[src/rtl/div.sv]
// Signed restoring divider with truncating semantics.
// An operation is accepted from IDLE or DONE and runs NUM_BITS shift-subtract
// steps on operand magnitudes. A sign fix-up step follows the iterations, and
// the result is then held in DONE.
// A zero divisor is caught on the first CALC cycle and bypasses the
// iterations. Dividing the most negative value by -1 wraps and raises desborde.
module div #(
    parameter int NUM_BITS = 3
) (
    input  logic                clk,
    input  logic                reset,
    input  logic                inicio,
    input  logic [NUM_BITS-1:0] dividendo,
    input  logic [NUM_BITS-1:0] divisor,
    output logic [NUM_BITS-1:0] cociente,
    output logic [NUM_BITS-1:0] resto,
    output logic                Fin,
    output logic                div_cero,
    output logic                desborde
);

    localparam int CW = $clog2(NUM_BITS + 1);
    localparam logic [CW-1:0] LAST_ITER = CW'(NUM_BITS - 1);
    localparam logic [CW-1:0] CNT_ONE   = CW'(1);

    typedef enum logic [1:0] {
        IDLE = 2'd0,
        CALC = 2'd1,
        FIX  = 2'd2,
        DONE = 2'd3
    } state_t;

    state_t              state_q;
    logic [CW-1:0]       cnt_q;
    logic [NUM_BITS-1:0] dvd_q;      // raw dividend, returned as remainder on divide-by-zero
    logic [NUM_BITS:0]   quo_q;      // dividend magnitude shifting out, quotient bits shifting in
    logic [NUM_BITS:0]   rem_q;      // partial remainder magnitude
    logic [NUM_BITS:0]   dsr_q;      // divisor magnitude
    logic                q_neg_q;
    logic                r_neg_q;
    logic [NUM_BITS-1:0] cociente_q;
    logic [NUM_BITS-1:0] resto_q;
    logic                fin_q;
    logic                div_cero_q;
    logic                desborde_q;

    // Operand magnitudes are one bit wider so that |MIN| is representable.
    logic [NUM_BITS:0]   dvd_ext_s;
    logic [NUM_BITS:0]   dsr_ext_s;
    logic [NUM_BITS:0]   dvd_mag_s;
    logic [NUM_BITS:0]   dsr_mag_s;
    logic [NUM_BITS+1:0] trial_s;
    logic                ge_s;
    logic [NUM_BITS:0]   rem_d;
    logic [NUM_BITS:0]   quo_d;
    logic [NUM_BITS:0]   q_res_s;
    logic [NUM_BITS-1:0] r_res_s;

    // Magnitudes of the incoming operands, formed in NUM_BITS+1 bits.
    always_comb begin
        dvd_ext_s = {dividendo[NUM_BITS-1], dividendo};
        dsr_ext_s = {divisor[NUM_BITS-1], divisor};
        if (dividendo[NUM_BITS-1]) begin
            dvd_mag_s = {(NUM_BITS+1){1'b0}} - dvd_ext_s;
        end else begin
            dvd_mag_s = dvd_ext_s;
        end
        if (divisor[NUM_BITS-1]) begin
            dsr_mag_s = {(NUM_BITS+1){1'b0}} - dsr_ext_s;
        end else begin
            dsr_mag_s = dsr_ext_s;
        end
    end

    // One restoring step: shift the next dividend bit in and subtract when it fits.
    always_comb begin
        trial_s = {rem_q, quo_q[NUM_BITS-1]};
        ge_s    = (trial_s >= {1'b0, dsr_q});
        if (ge_s) begin
            rem_d = trial_s[NUM_BITS:0] - dsr_q;
        end else begin
            rem_d = trial_s[NUM_BITS:0];
        end
        quo_d = {1'b0, quo_q[NUM_BITS-2:0], ge_s};
    end

    // Sign fix-up; the quotient is kept one bit wider so wrap on MIN/-1 is visible.
    always_comb begin
        if (q_neg_q) begin
            q_res_s = {(NUM_BITS+1){1'b0}} - quo_q;
        end else begin
            q_res_s = quo_q;
        end
        if (r_neg_q) begin
            r_res_s = {NUM_BITS{1'b0}} - rem_q[NUM_BITS-1:0];
        end else begin
            r_res_s = rem_q[NUM_BITS-1:0];
        end
    end

    // Control FSM, datapath registers and registered result outputs.
    always_ff @(posedge clk or negedge reset) begin
        if (!reset) begin
            state_q    <= IDLE;
            cnt_q      <= {CW{1'b0}};
            dvd_q      <= {NUM_BITS{1'b0}};
            quo_q      <= {(NUM_BITS+1){1'b0}};
            rem_q      <= {(NUM_BITS+1){1'b0}};
            dsr_q      <= {(NUM_BITS+1){1'b0}};
            q_neg_q    <= 1'b0;
            r_neg_q    <= 1'b0;
            cociente_q <= {NUM_BITS{1'b0}};
            resto_q    <= {NUM_BITS{1'b0}};
            fin_q      <= 1'b0;
            div_cero_q <= 1'b0;
            desborde_q <= 1'b0;
        end else begin
            case (state_q)
                IDLE, DONE: begin
                    if (inicio) begin
                        dvd_q      <= dividendo;
                        quo_q      <= dvd_mag_s;
                        rem_q      <= {(NUM_BITS+1){1'b0}};
                        dsr_q      <= dsr_mag_s;
                        q_neg_q    <= dividendo[NUM_BITS-1] ^ divisor[NUM_BITS-1];
                        r_neg_q    <= dividendo[NUM_BITS-1];
                        cnt_q      <= {CW{1'b0}};
                        fin_q      <= 1'b0;
                        div_cero_q <= 1'b0;
                        desborde_q <= 1'b0;
                        state_q    <= CALC;
                    end else begin
                        state_q    <= state_q;
                    end
                end
                CALC: begin
                    if (dsr_q == {(NUM_BITS+1){1'b0}}) begin
                        cociente_q <= {NUM_BITS{1'b1}};
                        resto_q    <= dvd_q;
                        div_cero_q <= 1'b1;
                        fin_q      <= 1'b1;
                        state_q    <= DONE;
                    end else begin
                        rem_q <= rem_d;
                        quo_q <= quo_d;
                        if (cnt_q == LAST_ITER) begin
                            cnt_q   <= {CW{1'b0}};
                            state_q <= FIX;
                        end else begin
                            cnt_q   <= cnt_q + CNT_ONE;
                        end
                    end
                end
                FIX: begin
                    cociente_q <= q_res_s[NUM_BITS-1:0];
                    resto_q    <= r_res_s;
                    desborde_q <= q_res_s[NUM_BITS] ^ q_res_s[NUM_BITS-1];
                    fin_q      <= 1'b1;
                    state_q    <= DONE;
                end
                default: begin
                    state_q <= IDLE;
                end
            endcase
        end
    end

    assign cociente = cociente_q;
    assign resto    = resto_q;
    assign Fin      = fin_q;
    assign div_cero = div_cero_q;
    assign desborde = desborde_q;

endmodule

[config.mk]
export PLATFORM = sky130hd
export DESIGN_NAME = div
export DESIGN_NICKNAME = d
export VERILOG_FILES = /design/src/rtl/div.sv
export SDC_FILE = /design/constraint.sdc
export NUM_CORES = 1
export LEC_CHECK = 0
export BUFFER_PORTS_ARGS = -buffer_cell sky130_fd_sc_hd__buf_2
export CORE_ASPECT_RATIO = 1.75
export CORE_MARGIN = 3
export CORE_UTILIZATION = 60
export DETAILED_ROUTE_END_ITERATION = 10
export PLACE_DENSITY = 0.81
export SYNTH_ARGS = -nofsm -noshare
export SYNTH_HDL_FRONTEND = slang
export SYNTH_SLANG_ARGS = --single-unit
[constraint.sdc]
create_clock -name clk -period 3.3 [get_ports clk]
set_input_delay 0.165 -clock clk [delete_from_list [all_inputs] [get_ports clk]]
set_output_delay 0.165 -clock clk [all_outputs]
set_load 0.01 [all_outputs]
==> results of run 1 <==
worst register-to-register path, delay by kind of cell (launching register included):
kind	cells	cell delay, ns
simple gates	1	0.15
buf+inv	1	0.08
compound gates	1	0.77
mux	1	0.31
fa+ha+maj	1	0.40
flops	1	0.36
metrics by stage:
step                      cell area (sq um)  hold slack, ns
after detailed placement               1780           0.223
after global routing                   1880           0.120
final                                  1880           0.123
after CTS                              1880           0.112
after floorplan                        1680          -0.131
after global placement                 1780           0.210
Yosys cell counts, types with 2 or more instances:
library cell  count  share of area [%]
dfrtp_1          29                 43
nand2_1          20                4.5
inv_1            19                4.3
o21ai_0          16                4.8
a21oi_1          11                3.3
nor2_1           11                2.5
ha_1             10                7.5
mux2i_1           8                4.8
a22o_1            4                2.1
clkbuf_1          4               0.90
mux2_2            4                2.7
a211oi_1          3                1.3
o21a_1            3                1.3
xnor2_1           3                1.6
nand2b_1          2               0.75
nand3_1           2               0.60
nor2b_1           2               0.75
o211ai_1          2               0.90
o221a_2           2                1.3
timing repair:
| action | CTS | global route |
|---|---|---|
| hold buffers | 1 | 0 |
| buffers inserted | 0 | 0 |
| resized for setup | 0 | 0 |
| endpoints found under the hold margin | 29 | 0 |
| endpoints found under the setup margin | 0 | 0 |
worst max-delay path by stage:
stage,start,endpoint,slack [ns],cells past startpoint
floorplan,dsr_q[1],rem_q[0],1.44,7
global placement,state_q[0],cnt_q[0],1.30,4
detailed placement,state_q[0],cnt_q[0],1.17,5
CTS,state_q[0],cnt_q[0],1.15,5
global route,state_q[1],cnt_q[0],0.97,5
finish,state_q[0],cnt_q[0],1.11,5
per-layer routing:
layer / vias up / track usage, % / part of all wire [%]
li1: 646 / - / -
met1: 628 / 27.0 / 40
met2: 31 / 38.0 / 54
met3: 11 / 5.92 / 3.9
met4: 0 / 12.3 / 2.3
met5: - / 0 / 0
flip-flops by register name, indices dropped and copies added, names as in the netlist:
name	cells
cnt_q	2
rem_q	4
cociente	3
Fin	1
dvd_q	3
quo_q	4
div_cero	1
dsr_q	4
state_q	2
resto	3
desborde	1
q_neg_q	1
power breakdown:
group / internal, uW / switching, uW / total (uW)
Clock: 165 / 123 / 288
Sequential: 508 / 130 / 638
Combinational: 516 / 664 / 1180
area by class of cell:
class | count | area [sq um]
sequential | 29 | 726
inverter | 19 | 71.3
timing repair buffer | 19 | 103
tap | 26 | 32.5
clock buffer | 7 | 86.3
multi-input combinational | 122 | 857
fill | 197 | 707
cells by family (layout without fill, tap and decap cells):
logic type / after synthesis / after routing / share of synthesized area [%]
AO/OA/AOI/OAI: 48 / 48 / 18.7
AND/OR/NAND/NOR: 48 / 48 / 14.8
flip-flops: 29 / 29 / 43.3
multiplexers: 12 / 12 / 7.46
XOR/XNOR: 3 / 3 / 1.57
buffers and inverters: 24 / 45 / 5.60
adder cells (fa/ha/maj): 11 / 11 / 8.66
==> flow_summary_export.csv, run 1 <==
group,metric,value,unit
worst_setup_path,worst_ep_arrival_time,2.35,ns
clocking,ctsLongestPathBuffers,2,
layout,drive_gt1_share,18.9,%
worst_setup_path,critPathMaxStageDelay,0.77,ns
sta,worstMarginPinSlew,0.913,ns
synthesis,yosys_warnings,0,
floorplanning,rows,24,
global_route,grt_usage,23.5,%
placement,hpwl,2750,um
worst_setup_path,r2r-start,"state_q[0]",
floorplanning,core,2580,sq um
drt,drt_wl_total,3550,um
synthesis,synth_edf_count,0,
drt,wire_per_inst,16.0,um
drt,vias_per_cell,5.93,
layout,syn2layout_area_growth,11.9,%
synthesis,syn_inst,175,
floorplanning,initial_utilization,64.9,%
layout,fin_util,72.6,%
clocking,htree_levels,2,
floorplanning,die-area,3490,sq um
worst_setup_path,worstPathCellList,"inv_1 -> ha_1 -> o211ai_1 -> nor3b_1 -> mux2_2",
sta,setup_viol,0,
layout,antennaDiodeCount,0,
synthesis,synthesis.area,1680,sq um
global_route,antenna_found_initial,0,
min_path,hold_end,"dsr_q[3]",
worst_setup_path,crit_required,3.46,ns
global_route,grt_start_max_net_pins,30,
sta,rsz0062_at_grt,"false",
pwr,power.total,2110,uW
synthesis,ys_types,39,
drt,vias,1316,
worst_setup_path,critPathLaunchType,"flop",
min_path,hold_start,"inicio",
drt,drt-initial-drc-count,25,
min_path,hold_class,"primary input to flop",
clocking,path_clk_slew,0.06,ns
sta,slew-limit-headroom,38.9,%
worst_setup_path,critPathMaxFanout,14,
clocking,clk_latency,0.28,ns
worst_setup_path,slowest_stage,"o211ai_1",
pwr,power_leakage,0.000904,uW
placement,dp.cells,214,
sta,finalMaxSlewViolations,0,
worst_setup_path,r2r_cells,5,
pwr,p_per_area,1120,nW/um^2
clocking,clock-root-buffer,"clkbuf_8",
clocking,clock-sinks,29,
clocking,cts_tree,"built",
worst_setup_path,cp_num_buf_inv,1,
min_path,whs_path_depth,2,
layout,final_cells,222,
drt,dr.pass1.iters,4,
worst_setup_path,r2r-end,"cnt_q[0]",
global_route,grt_pass1_vias,1397,
synthesis,synth_flop_cell,"dfrtp_1",
global_route,grt_pass1_wl,6080,um
worst_setup_path,critical_path_class,"flop to flop",
drt,drc,0,
worst_setup_path,r2r_slack,1.11,ns
placement,dp_slack,1.17,ns
sta,setup_tns,0,ns
sta,max_freq,456,MHz
synthesis,ys_seq_area_share,43.3,%
synthesis,synth_nets,195,
synthesis,postSynthAreaPerCell,9.58,sq um
floorplanning,die_y,75.9,um
floorplanning,die_w,46.0,um
synthesis,synth-async-reset-ratio,100,%
flow_run,cap_violations,0,
worst_setup_path,crit_family,"compound AO/OA/AOI/OAI gates",
placement,gp_congestion,0.821,
layout,layout_commonest_cell,"dfrtp_1",
layout,fin_nets,216,
sta,fin_skew,0.00425,ns
sta,finalCriticalPeriod,2.19,ns
global_route,grt-ovfl-total,0,
drt,ant_nets,0,
placement,io_buffers,17,
layout,mostFrequentLayoutCells,"dfrtp_1, nand2_1, inv_1, buf_2, o21ai_0",
synthesis,ys_seq_elements,29,
run_status,status,"finished clean",
floorplanning,ios,18,
worst_setup_path,end_kind,"flop",
sta,post-route-period-util,66.5,%
sta,hold_viol,0,
clocking,cts_buffers,5,
pwr,irDropWorstVdd,0.785,mV
sta,worst_slack,1.11,ns
(Power assumes the default switching activity.)
==> run 2, diff against run 1 <==
Settings changed: CORE_UTILIZATION 60 to 52, PLACE_DENSITY 0.81 to 0.75.
Clock period 3.3 ns to 1.9 ns, I/O delays scaled along.
==> run 2 against run 1 <==
Effect of this change: die area up 14%; hold slack got worse by 0.070 ns; global-route usage down 1.7 points; largest cell class unchanged; largest power group unchanged; highest routed layer unchanged.
==> flow_summary_export.csv, run 2 (synthesized netlist as in run 1, its figures left out) <==
group,metric,value,unit
run_status,status,"finished clean",
floorplanning,die_w,48.9,um
flow_run,cap_violations,0,
layout,mostFrequentLayoutCells,"dfrtp_1, nand2_1, inv_1, buf_2, buf_4",
worst_setup_path,critPathMaxFanout,5,
layout,drive_gt1_share,25.9,%
placement,hpwl,2870,um
clocking,clock-sinks,29,
clocking,clock-root-buffer,"clkbuf_8",
sta,setup_viol,0,
layout,seq_area,726,sq um
sta,worstMarginPinSlew,0.642,ns
global_route,grt_pass1_wl,6530,um
drt,ant_nets,0,
sta,slew-limit-headroom,57.2,%
worst_setup_path,crit_required,2.07,ns
drt,drc,0,
sta,finalCriticalPeriod,1.87,ns
worst_setup_path,critical_path_class,"flop to flop",
sta,fin_skew,0.00523,ns
placement,io_buffers,17,
worst_setup_path,end_kind,"flop",
clocking,clk_latency,0.28,ns
floorplanning,die-area,3970,sq um
clocking,htree_levels,2,
drt,wire_per_inst,15.5,um
clocking,cts_buffers,5,
sta,hold_viol,0,
pwr,power.total,4160,uW
layout,top_regs,"dsr_q (4), quo_q (4), rem_q (4)",
global_route,grt_start_max_net_pins,30,
drt,drt_wl_total,3940,um
layout,antennaDiodeCount,0,
floorplanning,die_y,81.1,um
floorplanning,core,2990,sq um
floorplanning,rows,26,
sta,setup_tns,0,ns
layout,fillCellCount,242,
sta,finalMaxSlewViolations,0,
min_path,hold_class,"primary input to flop",
pwr,power_leakage,0.000977,uW
global_route,antenna_found_initial,0,
floorplanning,ios,18,
drt,vias,1393,
worst_setup_path,worst_ep_arrival_time,2.03,ns
global_route,grt_pass1_vias,1473,
layout,syn2layout_area_growth,21.7,%
floorplanning,initial_utilization,56.0,%
global_route,grt_usage,21.8,%
clocking,path_clk_slew,0.06,ns
worst_setup_path,critPathLaunchType,"flop",
sta,post-route-period-util,98.3,%
pwr,p_per_area,2040,nW/um^2
drt,dr.pass1.iters,5,
drt,vias_per_cell,5.48,
layout,layout_commonest_cell,"dfrtp_1",
sta,whs,0.0523,ns
placement,gp_congestion,0.908,
layout,multi_input_area,896,sq um
pwr,irDropWorstVdd,1.33,mV
clocking,cts_tree,"built",
sta,max_freq,535,MHz
layout,fin_nets,231,
global_route,grt-ovfl-total,0,
drt,drt-initial-drc-count,54,
clocking,ctsLongestPathBuffers,2,
run 2: worst max-delay path, cell delays in order (launching register included):
cell     delay, ns
dfrtp_1       0.40
ha_2          0.21
or4_4         0.56
a21oi_4       0.18
nor2_4        0.08
mux2i_1       0.13
a22o_1        0.20
run 2: layout make-up:
| type | instances | share of cell area, % |
|---|---|---|
| repair buffers | 34 | 10.5 |
| multi-input cells | 122 | 43.9 |
| clock buffers | 8 | 3.92 |
| inverters | 19 | 3.49 |
| flip-flops and latches | 29 | 35.6 |
| well taps | 42 | 2.58 |
run 2: through the flow:
stage / worst slack (ns) / util (%) / instance area, sq um / cells
after floorplan: 0.0410 / - / 1680 / 175
after global placement: 0.0889 / 63.4 / 1900 / 243
after detailed placement: -0.0158 / 63.4 / 1900 / 243
after CTS: 0.0229 / 66.6 / 1990 / 252
after global routing: -0.0222 / 68.2 / 2040 / 254
final: 0.0316 / 68.2 / 2040 / 254
run 2: final timing paths:
path | to | startpoint | cells after the start | slack (ns)
max | rem_q[0] | rem_q[1] | 6 | 0.03
max reg2reg | rem_q[0] | rem_q[1] | 6 | 0.03
min in group asynchronous | cociente[2] | reset | 2 | 0.38
min | dsr_q[3] | inicio | 2 | 0.05
min reg2reg | resto[1] | resto[1] | 2 | 0.47
max in group asynchronous | Fin | reset | 2 | 1.10
run 2: where the power goes:
part           leakage (uW)  internal (uW)  switching, uW
combinational      0.000574           1210           1390
clock             0.0000395            260            226
sequential         0.000363            882            194
run 2: per-layer routing:
metal,wire length [um],vias to the layer above,GRT usage (%)
li1,-,672,-
met1,1420,647,22.0
met2,2120,59,41.7
met3,235,15,3.67
met4,160,0,12.5
met5,0,-,0
run 2: what timing repair did:
item                       CTS  global route
pin swaps                    0             5
buffers inserted             0             2
hold endpoints to repair    29             0
setup endpoints to repair    3             5
gates resized for setup      1             8
hold buffers                 1             0
